## src/rtl/ysyx_22040237_mem_arbiter_pkg.sv

```systemverilog
// Shared encodings for the IFU/LSU memory arbiter: FSM states and
// request owner.
package ysyx_22040237_mem_arbiter_pkg;

   typedef enum logic [1:0] {
      ST_IDLE = 2'd0,
      ST_SEND = 2'd1,
      ST_WAIT = 2'd2
   } arb_state_e;

   typedef enum logic {
      OWN_IFU = 1'b0,
      OWN_LSU = 1'b1
   } owner_e;

   localparam int STREAK_W = 3;

endpackage

```

## src/rtl/ysyx_22040237_arb_pick.sv

```systemverilog
// Winner select between IFU and LSU. LSU has priority unless IFU has
// been starved for STARVE_LIMIT consecutive LSU grants.
module ysyx_22040237_arb_pick
   import ysyx_22040237_mem_arbiter_pkg::*;
#(
   parameter int STARVE_LIMIT = 3
) (
   input  logic                en,
   input  logic                ifu_valid,
   input  logic                lsu_valid,
   input  logic [STREAK_W-1:0] streak,
   output logic                grant_ifu,
   output logic                grant_lsu,
   output logic [STREAK_W-1:0] streak_nxt
);

   localparam logic [STREAK_W-1:0] LIMIT = STREAK_W'(STARVE_LIMIT);

   assign grant_ifu = en && ifu_valid && (!lsu_valid || streak == LIMIT);
   assign grant_lsu = en && lsu_valid && !grant_ifu;

   // Streak only counts LSU wins that actually kept a waiting IFU out.
   always_comb begin
      streak_nxt = streak;
      if (grant_ifu)
         streak_nxt = '0;
      else if (grant_lsu && ifu_valid && streak != LIMIT)
         streak_nxt = streak + STREAK_W'(1);
   end

endmodule

```

## src/rtl/ysyx_22040237_mem_arbiter.sv

```systemverilog
// Single-outstanding memory arbiter: IFU and LSU share one downstream
// request/response port through an IDLE -> SEND -> WAIT sequence.
module ysyx_22040237_mem_arbiter
   import ysyx_22040237_mem_arbiter_pkg::*;
#(
   parameter int ADDR_W       = 64,
   parameter int DATA_W       = 64,
   parameter int STARVE_LIMIT = 3
) (
   input  logic                clk,
   input  logic                rst,
   input  logic                halt_i,
   input  logic                ifu_req_valid,
   input  logic [ADDR_W-1:0]   ifu_req_addr,
   output logic                ifu_req_ready,
   output logic                ifu_resp_valid,
   output logic [DATA_W-1:0]   ifu_resp_data,
   input  logic                lsu_req_valid,
   input  logic                lsu_req_we,
   input  logic [ADDR_W-1:0]   lsu_req_addr,
   input  logic [DATA_W-1:0]   lsu_req_wdata,
   input  logic [DATA_W/8-1:0] lsu_req_wstrb,
   output logic                lsu_req_ready,
   output logic                lsu_resp_valid,
   output logic [DATA_W-1:0]   lsu_resp_data,
   output logic                mem_req_valid,
   output logic                mem_req_we,
   output logic [ADDR_W-1:0]   mem_req_addr,
   output logic [DATA_W-1:0]   mem_req_wdata,
   output logic [DATA_W/8-1:0] mem_req_wstrb,
   input  logic                mem_req_ready,
   input  logic                mem_resp_valid,
   input  logic [DATA_W-1:0]   mem_resp_data,
   output logic                busy_o
);

   localparam int STRB_W = DATA_W / 8;

   arb_state_e          state;
   owner_e              owner;
   logic [STREAK_W-1:0] streak, streak_nxt;
   logic                req_vld, req_we;
   logic [ADDR_W-1:0]   req_addr;
   logic [DATA_W-1:0]   req_wdata;
   logic [STRB_W-1:0]   req_wstrb;
   logic                grant_ifu, grant_lsu, resp_fire;

   ysyx_22040237_arb_pick #(.STARVE_LIMIT(STARVE_LIMIT)) u_pick (
      .en         (state == ST_IDLE && !halt_i),
      .ifu_valid  (ifu_req_valid),
      .lsu_valid  (lsu_req_valid),
      .streak     (streak),
      .grant_ifu  (grant_ifu),
      .grant_lsu  (grant_lsu),
      .streak_nxt (streak_nxt)
   );

   always_ff @(posedge clk) begin
      if (rst) begin
         state     <= ST_IDLE;
         owner     <= OWN_IFU;
         streak    <= '0;
         req_vld   <= 1'b0;
         req_we    <= 1'b0;
         req_addr  <= '0;
         req_wdata <= '0;
         req_wstrb <= '0;
      end else begin
         case (state)
            ST_IDLE: if (grant_ifu || grant_lsu) begin
               state     <= ST_SEND;
               req_vld   <= 1'b1;
               streak    <= streak_nxt;
               owner     <= grant_lsu ? OWN_LSU : OWN_IFU;
               // Fetches never write: strobes and data forced to zero.
               req_we    <= grant_lsu && lsu_req_we;
               req_addr  <= grant_lsu ? lsu_req_addr : ifu_req_addr;
               req_wdata <= grant_lsu ? lsu_req_wdata : '0;
               req_wstrb <= grant_lsu ? lsu_req_wstrb : '0;
            end
            ST_SEND: if (mem_req_ready) begin
               state   <= ST_WAIT;
               req_vld <= 1'b0;
            end
            ST_WAIT: if (mem_resp_valid) state <= ST_IDLE;
            default: begin
               state   <= ST_IDLE;
               req_vld <= 1'b0;
            end
         endcase
      end
   end

   assign ifu_req_ready = grant_ifu;
   assign lsu_req_ready = grant_lsu;

   assign mem_req_valid = req_vld;
   assign mem_req_we    = req_vld && req_we;
   assign mem_req_addr  = req_vld ? req_addr  : '0;
   assign mem_req_wdata = req_vld ? req_wdata : '0;
   assign mem_req_wstrb = req_vld ? req_wstrb : '0;

   // Responses outside WAIT (stale or post-reset) are dropped here.
   assign resp_fire      = (state == ST_WAIT) && mem_resp_valid;
   assign ifu_resp_valid = resp_fire && owner == OWN_IFU;
   assign lsu_resp_valid = resp_fire && owner == OWN_LSU;
   assign ifu_resp_data  = ifu_resp_valid ? mem_resp_data : '0;
   assign lsu_resp_data  = lsu_resp_valid ? mem_resp_data : '0;

   assign busy_o = (state != ST_IDLE);

endmodule
```

## config.mk

```make
export PLATFORM = sky130hd
export DESIGN_NAME = ysyx_22040237_mem_arbiter
export DESIGN_NICKNAME = d
export VERILOG_FILES = /design/src/rtl/ysyx_22040237_mem_arbiter_pkg.sv /design/src/rtl/ysyx_22040237_arb_pick.sv /design/src/rtl/ysyx_22040237_mem_arbiter.sv
export SDC_FILE = /design/constraint.sdc
export NUM_CORES = 1
export LEC_CHECK = 0
export ABC_AREA = 1
export BUFFER_PORTS_ARGS = -buffer_cell sky130_fd_sc_hd__clkbuf_2
export CAP_MARGIN = 20
export CORE_AREA = 2 2 213 215
export CTS_BUF_LIST = sky130_fd_sc_hd__clkbuf_8 sky130_fd_sc_hd__clkbuf_16
export CTS_CLUSTER_DIAMETER = 150
export DETAILED_ROUTE_END_ITERATION = 10
export DIE_AREA = 0 0 215 217
export GPL_TIMING_DRIVEN = 0
export HOLD_SLACK_MARGIN = 0.1
export SLEW_MARGIN = 5
export SYNTH_ARGS = -nofsm -noshare
export SYNTH_HDL_FRONTEND = slang
export SYNTH_HIERARCHICAL = 1
export SYNTH_SLANG_ARGS = --single-unit
```

## constraint.sdc

```tcl
create_clock -name clk -period 3.2 [get_ports clk]
set_input_delay 0.16 -clock clk [delete_from_list [all_inputs] [get_ports clk]]
set_output_delay 0.16 -clock clk [all_outputs]
set_load 0.005 [all_outputs]
```

==> impl_summary.log, run 1 <==
[metrics] outcome: complete, no violations
[metrics] warning count from the yosys run: 6
[metrics] Via Count: 11600
[metrics] fraction of layout cells with a size suffix above 1: 28.1%
[metrics] critical path startpoint category: flip-flop
[metrics] worst hold margin: 0.135 ns
[metrics] max_slew headroom: 27.1%
[metrics] Clock Skews: approximately 0.0089 ns
[metrics] number of synthesized register bits: 144
[metrics] number of max-cap violations: 0
[metrics] number of buffers created by CTS: 17
[metrics] Critical Path Sink Type: output pin
[metrics] count of port buffers added during placement: between 500 and 600
[metrics] total power divided by cell area: 385 mW/mm²
[metrics] deepest level of the CTS H-tree: 4
[metrics] final count of pins violating max slew: 0
[metrics] Area Overhead vs Synth: 72.3%
[metrics] largest stage delay on the critical path: 0.83 ns
[metrics] class of the worst hold path: input pin to flip-flop
[metrics] leakage dissipation: 8.79 nW
[metrics] cell at the root of the clock tree: sky130_fd_sc_hd__clkbuf_16
[metrics] aggregate global-route resource usage: just under 20%
[metrics] routability congestion estimate from global placement: 0.990
[metrics] Hold Fails Final Rpt: 0
[metrics] per-instance average area after synthesis: 5.58 µm²
[metrics] reg-to-reg startpoint: state[0]$_SDFFE_PP0P_
[metrics] final net count: 2515
[metrics] maximum resistive drop on vdd: 0.372 mV
[metrics] insertion delay of the later-clocked pin in the worst-skew pair: about 0.45 ns
[metrics] CTS clock-pin slew for the worst setup and hold paths: 0.07 ns
[metrics] number of standard-cell rows in the floorplan: 78
[metrics] Critical path destination: mem_req_addr[16]
[metrics] detail-routed via count per cell: 4.03
[metrics] critical path type: flip-flop to output pin
[metrics] Final TNS setup: 0 ns
[metrics] Setup-failing EPs final: 0
[metrics] Final Critical Period: 2.75 ns
[metrics] final clock period utilization by the worst path: 86.0%
[metrics] Total Power Consumption: 5.52 mW
[metrics] width of the chip: 215 µm
[metrics] cell count of the worst reg-to-reg path: 14
[metrics] maximum count of clock buffers along a single path: 2
[metrics] starting utilization of the core area: 18.6%
[metrics] Post-Synthesis Cell Area: 0.00833 mm²
[metrics] Final Routed Wirelength: about 47 mm
[metrics] number of distinct standard cells referenced by the synthesized netlist: 19
[metrics] Detailed Place HPWL: around 37 mm
[metrics] via count of the first global-routing pass: 11100
[metrics] remaining global-route overflow: 0
[metrics] largest net degree at the start of global routing: 17
[metrics] gate count of the mapped netlist: 1493
[metrics] total core area: 0.0447 mm²
[metrics] slack of the worst reg-to-reg path: between 0.4 and 0.5 ns
[metrics] Wirelength per Cell: roughly 17 µm
[metrics] residual DRC count: 0
[metrics] peak fanout along the critical path: 11
[metrics] DRC marker count from the first detailed-route iteration: 508
[metrics] I/O pin total: 543
[metrics] height of the die: about 220 µm
[metrics] crit path max-delay cell type: sky130_fd_sc_hd__clkbuf_1
[metrics] final core area utilization: 32.1%
[metrics] launching instance or port of the critical path: mem_req_valid$_SDFFE_PP0P_
[metrics] total nets after synthesis: 1767
[metrics] Achievable Freq: 363 MHz
[metrics] worst r2r dst: req_addr[37]$_SDFFE_PP0P_
[metrics] signal arrival time at the worst endpoint: 2.59 ns
[metrics] initial antenna violation count: 23
[metrics] share of the yosys chip area belonging to registers: 34.6%
[metrics] cell-by-cell listing of the critical path: clkbuf_1, clkbuf_1, nand2_1, inv_1, clkbuf_2
[metrics] number of antenna-violating nets in the routed design: 0
[metrics] worst endpoint required time: 3.04 ns
[metrics] Least-Margin Pin Slew: 1.09 ns
[metrics] most frequent CP cell: sky130_fd_sc_hd__clkbuf_1
[metrics] number of filler cells placed in the layout: 5028
[metrics] count of clock tree sinks: about 140
[metrics] CTS tree: yes
[metrics] full die area: 0.0467 mm²
[metrics] DR pass1 iterations: 6
[metrics] global-route wire length before repair: 67.6 mm
[metrics] unrepaired setup endpoints after global routing: false
## what timing repair did
action,in CTS,in global routing
endpoints found under the setup margin,4,51
hold buffers,186,0
gates resized for setup,1,6
pin swaps,0,1
buffers inserted,0,2
endpoints found under the hold margin,132,0
## worst max-delay path, delay by kind of cell (launching register included)
| kind | cells | cell delay, ns |
|---|---|---|
| buffers and inverters | 4 | 1.58 |
| DFF | 1 | 0.38 |
| and+or+nand+nor | 1 | 0.17 |
## cell usage in the layout (no fill, tap or decap)
master                          count
sky130_fd_sc_hd__dlygate4sd3_1    186
sky130_fd_sc_hd__nand2_4            1
sky130_fd_sc_hd__clkinv_4           1
sky130_fd_sc_hd__nor2_4             2
sky130_fd_sc_hd__buf_4              6
sky130_fd_sc_hd__diode_2           18
sky130_fd_sc_hd__clkbuf_16         17
sky130_fd_sc_hd__nor2_2             4
sky130_fd_sc_hd__dfxtp_1          144
sky130_fd_sc_hd__a21oi_1           80
sky130_fd_sc_hd__nand2_2            1
sky130_fd_sc_hd__bufinv_16          3
sky130_fd_sc_hd__nand3_1           81
sky130_fd_sc_hd__clkbuf_2         542
sky130_fd_sc_hd__clkinv_2           1
sky130_fd_sc_hd__inv_2              3
sky130_fd_sc_hd__buf_2             32
sky130_fd_sc_hd__ha_1               2
sky130_fd_sc_hd__clkbuf_1          45
sky130_fd_sc_hd__nor2_1           256
sky130_fd_sc_hd__clkbuf_8           5
sky130_fd_sc_hd__inv_1            277
sky130_fd_sc_hd__nand3b_1           2
sky130_fd_sc_hd__buf_6             10
sky130_fd_sc_hd__clkbuf_4           2
sky130_fd_sc_hd__buf_1              2
sky130_fd_sc_hd__clkinvlp_4         3
sky130_fd_sc_hd__nand2_1          545
sky130_fd_sc_hd__o21ai_0            1
## where the power goes
| part | total [mW] | internal (mW) | switching (mW) |
|---|---|---|---|
| clock network | 2.16 | 1.32 | 0.839 |
| registers | 2.02 | 1.94 | 0.0757 |
| logic | 1.35 | 0.557 | 0.789 |
## area by class of cell
cell class,count,area (µm²),area share [%]
Antenna cell,18,45.0,0.314
Buffer,96,499,3.48
Clock buffer,22,494,3.44
Clock inverter,10,134,0.933
Inverter,278,1040,7.27
Multi-Input combinational cell,975,3920,27.3
Sequential cell,144,2880,20.1
Tap cell,600,751,5.23
Timing Repair Buffer,729,4580,31.9
## how the worst min path moves through the flow
stage,start,end,slack [ns],cells after the start
floorplan,lsu_req_wdata[63],req_wdata[63]$_SDFFE_PP0P_,0.32,2
global placement,lsu_req_wdata[27],req_wdata[27]$_SDFFE_PP0P_,0.42,3
detailed placement,lsu_req_wdata[29],req_wdata[29]$_SDFFE_PP0P_,0.42,3
CTS,ifu_req_addr[10],req_addr[10]$_SDFFE_PP0P_,0.11,5
global route,lsu_req_addr[23],req_addr[23]$_SDFFE_PP0P_,0.13,5
finish,lsu_req_addr[25],req_addr[25]$_SDFFE_PP0P_,0.13,5
## registers in the layout (all words and copies together), names as in the netlist
signal,cells
streak,3
req_wdata,64
req_wstrb,8
owner,1
mem_req_valid,1
state,2
req_we,1
req_addr,64
## routing by layer
layer  track usage (%)  routed length, µm  up-vias
li1                  -                  -     5818
met1              18.8              16300     5111
met2              36.5              24500      516
met3              5.17               3040      131
met4              15.4               3580        0
met5                 0                  0        -
## synth_stat cells
master / count / area share, %
sky130_fd_sc_hd__a21oi_1: 80 / 4.8
sky130_fd_sc_hd__buf_1: 2 / 0.090
sky130_fd_sc_hd__buf_2: 35 / 2.1
sky130_fd_sc_hd__buf_4: 3 / 0.27
sky130_fd_sc_hd__buf_6: 10 / 1.4
sky130_fd_sc_hd__clkbuf_1: 46 / 2.1
sky130_fd_sc_hd__dfxtp_1: 144 / 35
sky130_fd_sc_hd__ha_1: 2 / 0.30
sky130_fd_sc_hd__inv_1: 275 / 12
sky130_fd_sc_hd__inv_2: 3 / 0.14
sky130_fd_sc_hd__nand2_1: 545 / 25
sky130_fd_sc_hd__nand2_2: 1 / 0.075
sky130_fd_sc_hd__nand2_4: 1 / 0.14
sky130_fd_sc_hd__nand3_1: 81 / 4.9
sky130_fd_sc_hd__nand3b_1: 2 / 0.18
sky130_fd_sc_hd__nor2_1: 258 / 12
sky130_fd_sc_hd__nor2_2: 2 / 0.15
sky130_fd_sc_hd__nor2_4: 2 / 0.27
sky130_fd_sc_hd__o21ai_0: 1 / 0.060
## metrics by stage
stage | instance area (µm²) | instances | setup WS [ns]
6_report | 14400 | 2872 | 0.448
5_1_grt | 14300 | 2869 | 0.202
4_1_cts | 14300 | 2852 | 0.0759
3_5_place_dp | 11800 | 2634 | -0.0755
3_3_place_gp | 11800 | 2634 | -0.0288
2_1_floorplan | 8330 | 1493 | 1.12
## kinds of logic (layout without fill, tap and decap cells)
| logic type | after synthesis | after routing | share of synthesized area [%] |
|---|---|---|---|
| other | 0 | 18 | 0 |
| adder cells (fa/ha/maj) | 2 | 2 | 0.300 |
| AND/OR/NAND/NOR | 892 | 892 | 41.8 |
| buffers and inverters | 374 | 1135 | 18.4 |
| flip-flops | 144 | 144 | 34.6 |
| AO/OA/AOI/OAI | 81 | 81 | 4.86 |
Note: power is estimated with default switching activity, not from simulation.
==> inputs of run 2 (changes only) <==
Settings changed: CORE_AREA 2 2 213 215 to 2 2 214 216, DIE_AREA 0 0 215 217 to 0 0 216 218.
Clock period 3.2 ns to 2.8 ns, I/O delays scaled along.
==> run 2 against run 1 <==
  * Flip-flop and latch count unchanged
  * Clock skew up 0.0024 ns
  * Register-to-register slack worse by 0.29 ns
  * Power up 14%
  * Core utilization about the same
  * Sequential share of layout area down 0.065 points
  * Non-clock buffer count up 2
  * Critical path depth up 9
  * First-iteration DRC count up 5.9%
  * Combinational power up 15%
  * Routed wire length up 1.5%
  * Worst setup slack worse by 0.25 ns
  * Highest routed layer is now met5
==> impl_summary.log, run 2 (synthesized netlist as in run 1, its figures left out) <==
[metrics] outcome: complete, no violations (unchanged)
[metrics] Placed Area: 0.0118 mm² (unchanged)
[metrics] max_slew headroom: 54.3% (was 27.1%)
[metrics] count of port buffers added during placement: 541 (unchanged)
[metrics] register share of total power: 36.6% (was 36.5%)
[metrics] count of buffer and inverter cells on the critical path: 5 (was 4)
[metrics] Clock Skews: 0.0114 ns (was 0.00892 ns)
[metrics] largest net degree at the start of global routing: 20 (was 17)
[metrics] worst endpoint required time: 3.17 ns (was 3.04 ns)
[metrics] Via Count: 11700 (was 11600)
[metrics] width of the chip: 216 µm (was 215 µm)
[metrics] via count of the first global-routing pass: 11000 (was 11100)
[metrics] fraction of layout cells with a size suffix above 1: 28.3% (was 28.1%)
[metrics] Final Critical Period: between 2 and 3 ns
[metrics] Least-Margin Pin Slew: 0.685 ns (was 1.09 ns)
[metrics] number of buffers created by CTS: 17 (unchanged)
[metrics] leakage dissipation: 8.83 nW (was 8.79 nW)
[metrics] count of clock tree sinks: 144 (unchanged)
[metrics] final clock period utilization by the worst path: between 90% and 100%
[metrics] number of instances on the worst hold path: 5 (unchanged)
[metrics] cell count of the worst reg-to-reg path: 14 (unchanged)
[metrics] number of non-filler instances in the completed layout: 2866 (was 2872)
[metrics] global-route wire length before repair: 67.6 mm (about the same)
[metrics] remaining global-route overflow: 0 (unchanged)
[metrics] part of the total power dissipated in combinational logic: 24.6% (was 24.4%)
[metrics] cell family with most CP delay: simple AND/OR/NAND/NOR gates (was buffers and inverters)
[metrics] number of standard-cell rows in the floorplan: 78 (unchanged)
[metrics] residual DRC count: 0 (unchanged)
[metrics] peak fanout along the critical path: 10 (was 11)
[metrics] maximum resistive drop on vdd: 0.384 mV (was 0.372 mV)
[metrics] number of antenna-violating nets in the routed design: 0 (unchanged)
[metrics] insertion delay of the later-clocked pin in the worst-skew pair: 0.44 ns (was 0.45 ns)
[metrics] Cell Count Post-Placement: 2634 (unchanged)
[metrics] CTS clock-pin slew for the worst setup and hold paths: 0.06 ns (was 0.07 ns)
[metrics] deepest level of the CTS H-tree: 4 (unchanged)
[metrics] Critical Path Sink Type: flip-flop (was output pin)
[metrics] DR pass1 iterations: 5 (was 6)
[metrics] largest stage delay on the critical path: 0.36 ns (was 0.83 ns)
[metrics] worst r2r dst: req_addr[19]$_SDFFE_PP0P_ (was req_addr[37]$_SDFFE_PP0P_)
[metrics] Design Area, Final: 0.0144 mm² (about the same)
[metrics] Setup-failing EPs final: 0 (unchanged)
[metrics] critical path type: flip-flop to flip-flop (was flip-flop to output pin)
[metrics] I/O pin total: 543 (unchanged)
[metrics] routability congestion estimate from global placement: 1.01 (was 0.990)
[metrics] Detailed Place HPWL: 37.3 mm (was 37.1 mm)
[metrics] share of total power consumed by net switching: 30.8% (about the same)
[metrics] worst hold margin: 0.114 ns (was 0.135 ns)
[metrics] CTS tree: yes (unchanged)
[metrics] maximum count of clock buffers along a single path: 2 (unchanged)
[metrics] cell-by-cell listing of the critical path: nor2_4, clkbuf_4, inv_1, nor2_1, nand2_2, nor2_4, nor2_4, inv_1, buf_4, buf_4, nand2_1, nand2_1, nor2_1, nor2_1 (was clkbuf_1, clkbuf_1, nand2_1, inv_1, clkbuf_2)
[metrics] final count of pins violating max slew: 0 (unchanged)
[metrics] initial antenna violation count: 21 (was 23)
[metrics] starting utilization of the core area: 18.6% (about the same)
[metrics] Internal Pwr Total: 4.36 mW (was 3.82 mW)
[metrics] height of the die: 218 µm (was 217 µm)
[metrics] number of max-cap violations: 0 (unchanged)
[metrics] Area Overhead vs Synth: 72.8% (was 72.3%)
[metrics] crit path max-delay cell type: sky130_fd_sc_hd__dfxtp_1 (was sky130_fd_sc_hd__clkbuf_1)
[metrics] largest registers: req_addr (64), req_wdata (64), req_wstrb (8) (unchanged)
[metrics] commonest cells after routing, fill and taps aside: sky130_fd_sc_hd__clkbuf_2 (548), sky130_fd_sc_hd__nand2_1 (545), sky130_fd_sc_hd__inv_1 (276) (was sky130_fd_sc_hd__nand2_1 (545), sky130_fd_sc_hd__clkbuf_2 (542), sky130_fd_sc_hd__inv_1 (277))
[metrics] most common cell after layout, fill and taps aside: sky130_fd_sc_hd__clkbuf_2 (was sky130_fd_sc_hd__nand2_1)
[metrics] total core area: 0.0449 mm² (was 0.0447 mm²)
[metrics] critical path startpoint category: flip-flop (unchanged)
[metrics] Hold Fails Final Rpt: 0 (unchanged)
[metrics] total power divided by cell area: 437 mW/mm² (was 385 mW/mm²)
[metrics] final net count: 2517 (was 2515)
[metrics] Wirelength per Cell: 16.8 µm (was 16.5 µm)
[metrics] DRC marker count from the first detailed-route iteration: 538 (was 508)
[metrics] unrepaired setup endpoints after global routing: true (was false)
[metrics] cell at the root of the clock tree: sky130_fd_sc_hd__clkbuf_16 (unchanged)
[metrics] aggregate global-route resource usage: 19.5% (was 19.8%)
[metrics] signal arrival time at the worst endpoint: 2.97 ns (was 2.59 ns)
[metrics] class of the worst hold path: input pin to flip-flop (unchanged)
[metrics] full die area: 0.0471 mm² (was 0.0467 mm²)
[metrics] beginning of the worst hold path: ifu_req_addr[17] (was lsu_req_addr[25])
[metrics] slack of the worst reg-to-reg path: 0.20 ns (was 0.49 ns)
[metrics] Final Routed Wirelength: 48.2 mm (was 47.5 mm)
[metrics] Net Switching: 1.94 mW (was 1.70 mW)
[metrics] clock group share of total power: 38.8% (was 39.1%)
[metrics] Endpoint, Worst Hold: req_addr[17]$_SDFFE_PP0P_ (was req_addr[25]$_SDFFE_PP0P_)
[metrics] reg-to-reg startpoint: state[0]$_SDFFE_PP0P_ (unchanged)
[metrics] Achievable Freq: 384 MHz
[metrics] detail-routed via count per cell: 4.07 (was 4.03)
==> run 2: cell types whose count changed in the layout (fill, tap and decap cells not counted), moves of 2 or more <==
cell | previous run | this run
sky130_fd_sc_hd__dlygate4sd3_1 | 186 | 188
sky130_fd_sc_hd__diode_2 | 18 | 11
sky130_fd_sc_hd__clkbuf_4 | 2 | 7
sky130_fd_sc_hd__clkbuf_1 | 45 | 38
sky130_fd_sc_hd__nor2_4 | 2 | 4
sky130_fd_sc_hd__buf_6 | 10 | 12
sky130_fd_sc_hd__clkbuf_2 | 542 | 548
sky130_fd_sc_hd__buf_2 | 32 | 25
sky130_fd_sc_hd__nor2_2 | 4 | 1
==> run 2: final cells by class <==
class | count | area, µm²
diodes | 11 | 27.5
plain buffers | 95 | 528
clock buffers | 21 | 480
clock inverters | 10 | 135
fillers | 4979 | 30500
inverters | 278 | 1040
multi-input cells | 975 | 3930
flip-flops and latches | 144 | 2880
well taps | 600 | 751
repair buffers | 732 | 4620
==> run 2: worst max-delay path by stage <==
stage                                      from                         to  depth (start not counted)
after CTS                 state[0]$_SDFFE_PP0P_   req_addr[4]$_SDFFE_PP0P_                         15
after floorplan           state[1]$_SDFFE_PP0P_  req_addr[29]$_SDFFE_PP0P_                         14
after global routing      state[0]$_SDFFE_PP0P_  req_addr[19]$_SDFFE_PP0P_                         14
final                     state[0]$_SDFFE_PP0P_  req_addr[19]$_SDFFE_PP0P_                         14
after detailed placement  state[0]$_SDFFE_PP0P_  req_addr[19]$_SDFFE_PP0P_                         14
after global placement    state[0]$_SDFFE_PP0P_  req_addr[19]$_SDFFE_PP0P_                         14
==> run 2: through the flow <==
stage	power, mW	util [%]	TNS, ns	worst slack [ns]
floorplan	3.05	-	0	0.716
global placement	3.66	26.3	-32.94	-0.495
detailed placement	3.67	26.3	-30.00	-0.483
CTS	6.36	31.9	0	0.00918
global route	6.65	32.1	-0.0658	-0.0435
finish	6.30	32.1	0	0.198
==> run 2: worst register-to-register path: stages (launching register included) <==
cell and delay (ns):
sky130_fd_sc_hd__dfxtp_1 0.36, sky130_fd_sc_hd__nor2_4 0.14, sky130_fd_sc_hd__clkbuf_4 0.22, sky130_fd_sc_hd__inv_1 0.08, sky130_fd_sc_hd__nor2_1 0.15, sky130_fd_sc_hd__nand2_2 0.16, sky130_fd_sc_hd__nor2_4 0.22, sky130_fd_sc_hd__nor2_4 0.08
sky130_fd_sc_hd__inv_1 0.08, sky130_fd_sc_hd__buf_4 0.29, sky130_fd_sc_hd__buf_4 0.30, sky130_fd_sc_hd__nand2_1 0.08, sky130_fd_sc_hd__nand2_1 0.20, sky130_fd_sc_hd__nor2_1 0.08, sky130_fd_sc_hd__nor2_1 0.11
==> run 2: power groups by stage <==
| stage | Clock (mW) | Combinational [mW] | Sequential, mW |
|---|---|---|---|
| after floorplan | 0 | 0.725 | 2.32 |
| after global placement | 0 | 1.32 | 2.34 |
| after detailed placement | 0 | 1.32 | 2.35 |
| after CTS | 2.51 | 1.55 | 2.30 |
| after global routing | 2.60 | 1.73 | 2.32 |
| final | 2.44 | 1.55 | 2.30 |
==> run 2: per-layer routing <==
layer / track usage, % / part of all wire, %
met1: 19.1 / 35
met2: 36.6 / 52
met3: 5.01 / 6.4
met4: 12.5 / 5.8
met5: 0 / 0.052
==> run 2: timing repair <==
item,4_1_cts,5_1_grt
setup endpoints to repair,171,143
buffers inserted,3,0
hold buffers,188,0
hold endpoints to repair,133,0
resized for setup,7,21
pin swaps,2,0
==> inputs of run 3 (changes only) <==
Settings changed: CTS_BUF_LIST sky130_fd_sc_hd__clkbuf_8 sky130_fd_sc_hd__clkbuf_16 to default, MAX_ROUTING_LAYER from default to met4.
==> run 3 against run 2 <==
  * Sequential power about the same
  * Largest cell class unchanged
  * Final cell count rose by 0.10%
  * Flip-flop and latch count stayed put
  * Clock skew decreased by 0.0011 ns
  * Worst setup slack better by 0.011 ns
  * Clock power hardly changed
  * Via count up 0.27%
  * First-iteration DRC count stayed put
  * Fmax up 0.43%
==> impl_summary.log, run 3 (synthesized netlist as in run 1, its figures left out) <==
[metrics] outcome: complete, no violations (unchanged)
[metrics] final worst setup slack: 0.209 ns (was 0.198 ns)
[metrics] unrepaired setup endpoints after global routing: true (unchanged)
[metrics] Hold Fails Final Rpt: 0 (unchanged)
[metrics] maximum resistive drop on vdd: 0.384 mV (about the same)
[metrics] fraction of layout cells with a size suffix above 1: 28.3% (unchanged)
[metrics] maximum count of clock buffers along a single path: 2 (unchanged)
[metrics] Design Area, Final: 0.0144 mm² (about the same)
[metrics] Area Overhead vs Synth: 72.9% (was 72.8%)
[metrics] number of standard-cell rows in the floorplan: 78 (unchanged)
[metrics] CTS tree: yes (unchanged)
[metrics] height of the die: 218 µm (unchanged)
[metrics] Setup-failing EPs final: 0 (unchanged)
[metrics] peak fanout along the critical path: 10 (unchanged)
[metrics] Achievable Freq: 386 MHz (was 384 MHz)
[metrics] global-route wire length before repair: 67.3 mm (was 67.6 mm)
[metrics] I/O pin total: 543 (unchanged)
[metrics] Via Count: 11700 (about the same)
[metrics] critical path type: flip-flop to flip-flop (unchanged)
[metrics] detail-routed via count per cell: 4.08 (was 4.07)
[metrics] largest registers: req_addr (64), req_wdata (64), req_wstrb (8) (unchanged)
[metrics] count of clock tree sinks: 144 (unchanged)
[metrics] cell-by-cell listing of the critical path: nor2_4, clkbuf_4, inv_1, nor2_1, nand2_2, nor2_4, nor2_4, inv_1, buf_4, buf_4, nand2_1, nand2_1, nor2_1, nor2_1 (unchanged)
[metrics] total core area: 0.0449 mm² (unchanged)
[metrics] Placed Area: 0.0118 mm² (unchanged)
[metrics] final net count: 2517 (unchanged)
[metrics] crit path max-delay cell type: sky130_fd_sc_hd__dfxtp_1 (unchanged)
[metrics] routability congestion estimate from global placement: 1.03 (was 1.01)
[metrics] DRC marker count from the first detailed-route iteration: 538 (unchanged)
[metrics] DR pass1 iterations: 7 (was 5)
[metrics] worst hold margin: 0.125 ns (was 0.114 ns)
[metrics] full die area: 0.0471 mm² (unchanged)
[metrics] cell family with most CP delay: simple AND/OR/NAND/NOR gates (unchanged)
[metrics] signal arrival time at the worst endpoint: 2.96 ns (was 2.97 ns)
[metrics] max_slew headroom: 54.1% (was 54.3%)
[metrics] largest net degree at the start of global routing: 20 (unchanged)
[metrics] commonest cells after routing, fill and taps aside: sky130_fd_sc_hd__clkbuf_2 (548), sky130_fd_sc_hd__nand2_1 (545), sky130_fd_sc_hd__inv_1 (275) (was sky130_fd_sc_hd__clkbuf_2 (548), sky130_fd_sc_hd__nand2_1 (545), sky130_fd_sc_hd__inv_1 (276))
[metrics] Critical Path Sink Type: flip-flop (unchanged)
[metrics] final clock period utilization by the worst path: 92.5% (was 92.9%)
[metrics] via count of the first global-routing pass: 11000 (about the same)
[metrics] Detailed Place HPWL: 37.3 mm (unchanged)
[metrics] number of buffers created by CTS: 17 (unchanged)
[metrics] worst setup slack after placement: -0.483 ns (unchanged)
[metrics] remaining global-route overflow: 0 (unchanged)
[metrics] critical path startpoint category: flip-flop (unchanged)
[metrics] number of max-cap violations: 0 (unchanged)
[metrics] initial antenna violation count: 22 (was 21)
[metrics] aggregate global-route resource usage: 20.1% (was 19.5%)
[metrics] width of the chip: 216 µm (unchanged)
[metrics] starting utilization of the core area: 18.6% (unchanged)
[metrics] leakage dissipation: 8.82 nW (was 8.83 nW)
[metrics] CTS clock-pin slew for the worst setup and hold paths: 0.06 ns (about the same)
[metrics] most common cell after layout, fill and taps aside: sky130_fd_sc_hd__clkbuf_2 (unchanged)
[metrics] Final Critical Period: 2.59 ns (was 2.60 ns)
[metrics] number of antenna-violating nets in the routed design: 0 (unchanged)
[metrics] deepest level of the CTS H-tree: 4 (unchanged)
[metrics] Least-Margin Pin Slew: 0.689 ns (was 0.685 ns)
[metrics] final count of pins violating max slew: 0 (unchanged)
[metrics] Final Routed Wirelength: 48.1 mm (was 48.2 mm)
[metrics] total power divided by cell area: 437 mW/mm² (about the same)
[metrics] Clock Skews: 0.0102 ns (was 0.0114 ns)
[metrics] Final TNS setup: 0 ns (unchanged)
[metrics] residual DRC count: 0 (unchanged)
[metrics] insertion delay of the later-clocked pin in the worst-skew pair: 0.44 ns (about the same)
[metrics] class of the worst hold path: input pin to flip-flop (unchanged)
[metrics] count of port buffers added during placement: 541 (unchanged)
[metrics] largest stage delay on the critical path: 0.36 ns (about the same)
[metrics] Wirelength per Cell: 16.8 µm (about the same)
[metrics] count of buffer and inverter cells on the critical path: 5 (unchanged)
[metrics] cell at the root of the clock tree: sky130_fd_sc_hd__clkbuf_16 (unchanged)
[metrics] number of filler cells placed in the layout: 4976 (was 4979)
[metrics] worst endpoint required time: 3.17 ns (about the same)
## run 3: area by class of cell
type                            count  area (µm²)  area share (%)
Antenna cell                       14        35.0           0.243
Buffer                             95         528            3.66
Clock buffer                       22         484            3.36
Clock inverter                      9         131           0.912
Inverter                          278        1040            7.24
Multi-Input combinational cell    975        3930            27.3
Sequential cell                   144        2880            20.0
Tap cell                          600         751            5.21
Timing Repair Buffer              732        4620            32.1
## run 3: worst register-to-register path, cell delays in order (launching register included)
cell	delay, ns
sky130_fd_sc_hd__dfxtp_1	0.36
sky130_fd_sc_hd__nor2_4	0.14
sky130_fd_sc_hd__clkbuf_4	0.22
sky130_fd_sc_hd__inv_1	0.08
sky130_fd_sc_hd__nor2_1	0.15
sky130_fd_sc_hd__nand2_2	0.16
sky130_fd_sc_hd__nor2_4	0.22
sky130_fd_sc_hd__nor2_4	0.08
sky130_fd_sc_hd__inv_1	0.08
sky130_fd_sc_hd__buf_4	0.29
sky130_fd_sc_hd__buf_4	0.29
sky130_fd_sc_hd__nand2_1	0.08
sky130_fd_sc_hd__nand2_1	0.19
sky130_fd_sc_hd__nor2_1	0.08
sky130_fd_sc_hd__nor2_1	0.11
## run 3: metal layers
metal / track usage (%) / vias up / wire, µm / part of all wire, %
met5: - / - / 0 / 0
met4: 11.6 / 0 / 2670 / 5.6
met3: 4.07 / 128 / 2660 / 5.5
met2: 37.1 / 526 / 25400 / 53
met1: 19.5 / 5210 / 17400 / 36
li1: - / 5832 / - / -
## run 3: worst paths after layout
kind / startpoint / endpoint / slack, ns / cells after the start
max: state[0]$_SDFFE_PP0P_ / req_addr[19]$_SDFFE_PP0P_ / 0.21 / 14
min reg2reg: req_wdata[7]$_SDFFE_PP0P_ / req_wdata[7]$_SDFFE_PP0P_ / 0.46 / 2
max reg2reg: state[0]$_SDFFE_PP0P_ / req_addr[19]$_SDFFE_PP0P_ / 0.21 / 14
min: ifu_req_addr[17] / req_addr[17]$_SDFFE_PP0P_ / 0.12 / 5
## run 3: through the flow
step,power [mW],instances,utilization (%)
floorplan,3.05,1493,-
global placement,3.66,2634,26.3
detailed placement,3.67,2634,26.3
CTS,6.37,2855,31.9
global route,6.65,2867,32.1
finish,6.30,2869,32.1
## run 3: timing repair
action,in CTS,in global routing
hold buffers,188,0
buffers inserted,3,0
resized for setup,7,21
setup endpoints to repair,171,143
endpoints found under the hold margin,133,0
pin swaps,2,0
cloned,0,0
## run 3: where the power goes
group          internal, mW  total (mW)  switching (mW)
Sequential             2.22        2.30          0.0883
Combinational         0.652        1.55           0.901
Clock                  1.49        2.44           0.953
Total                  4.36        6.30            1.94
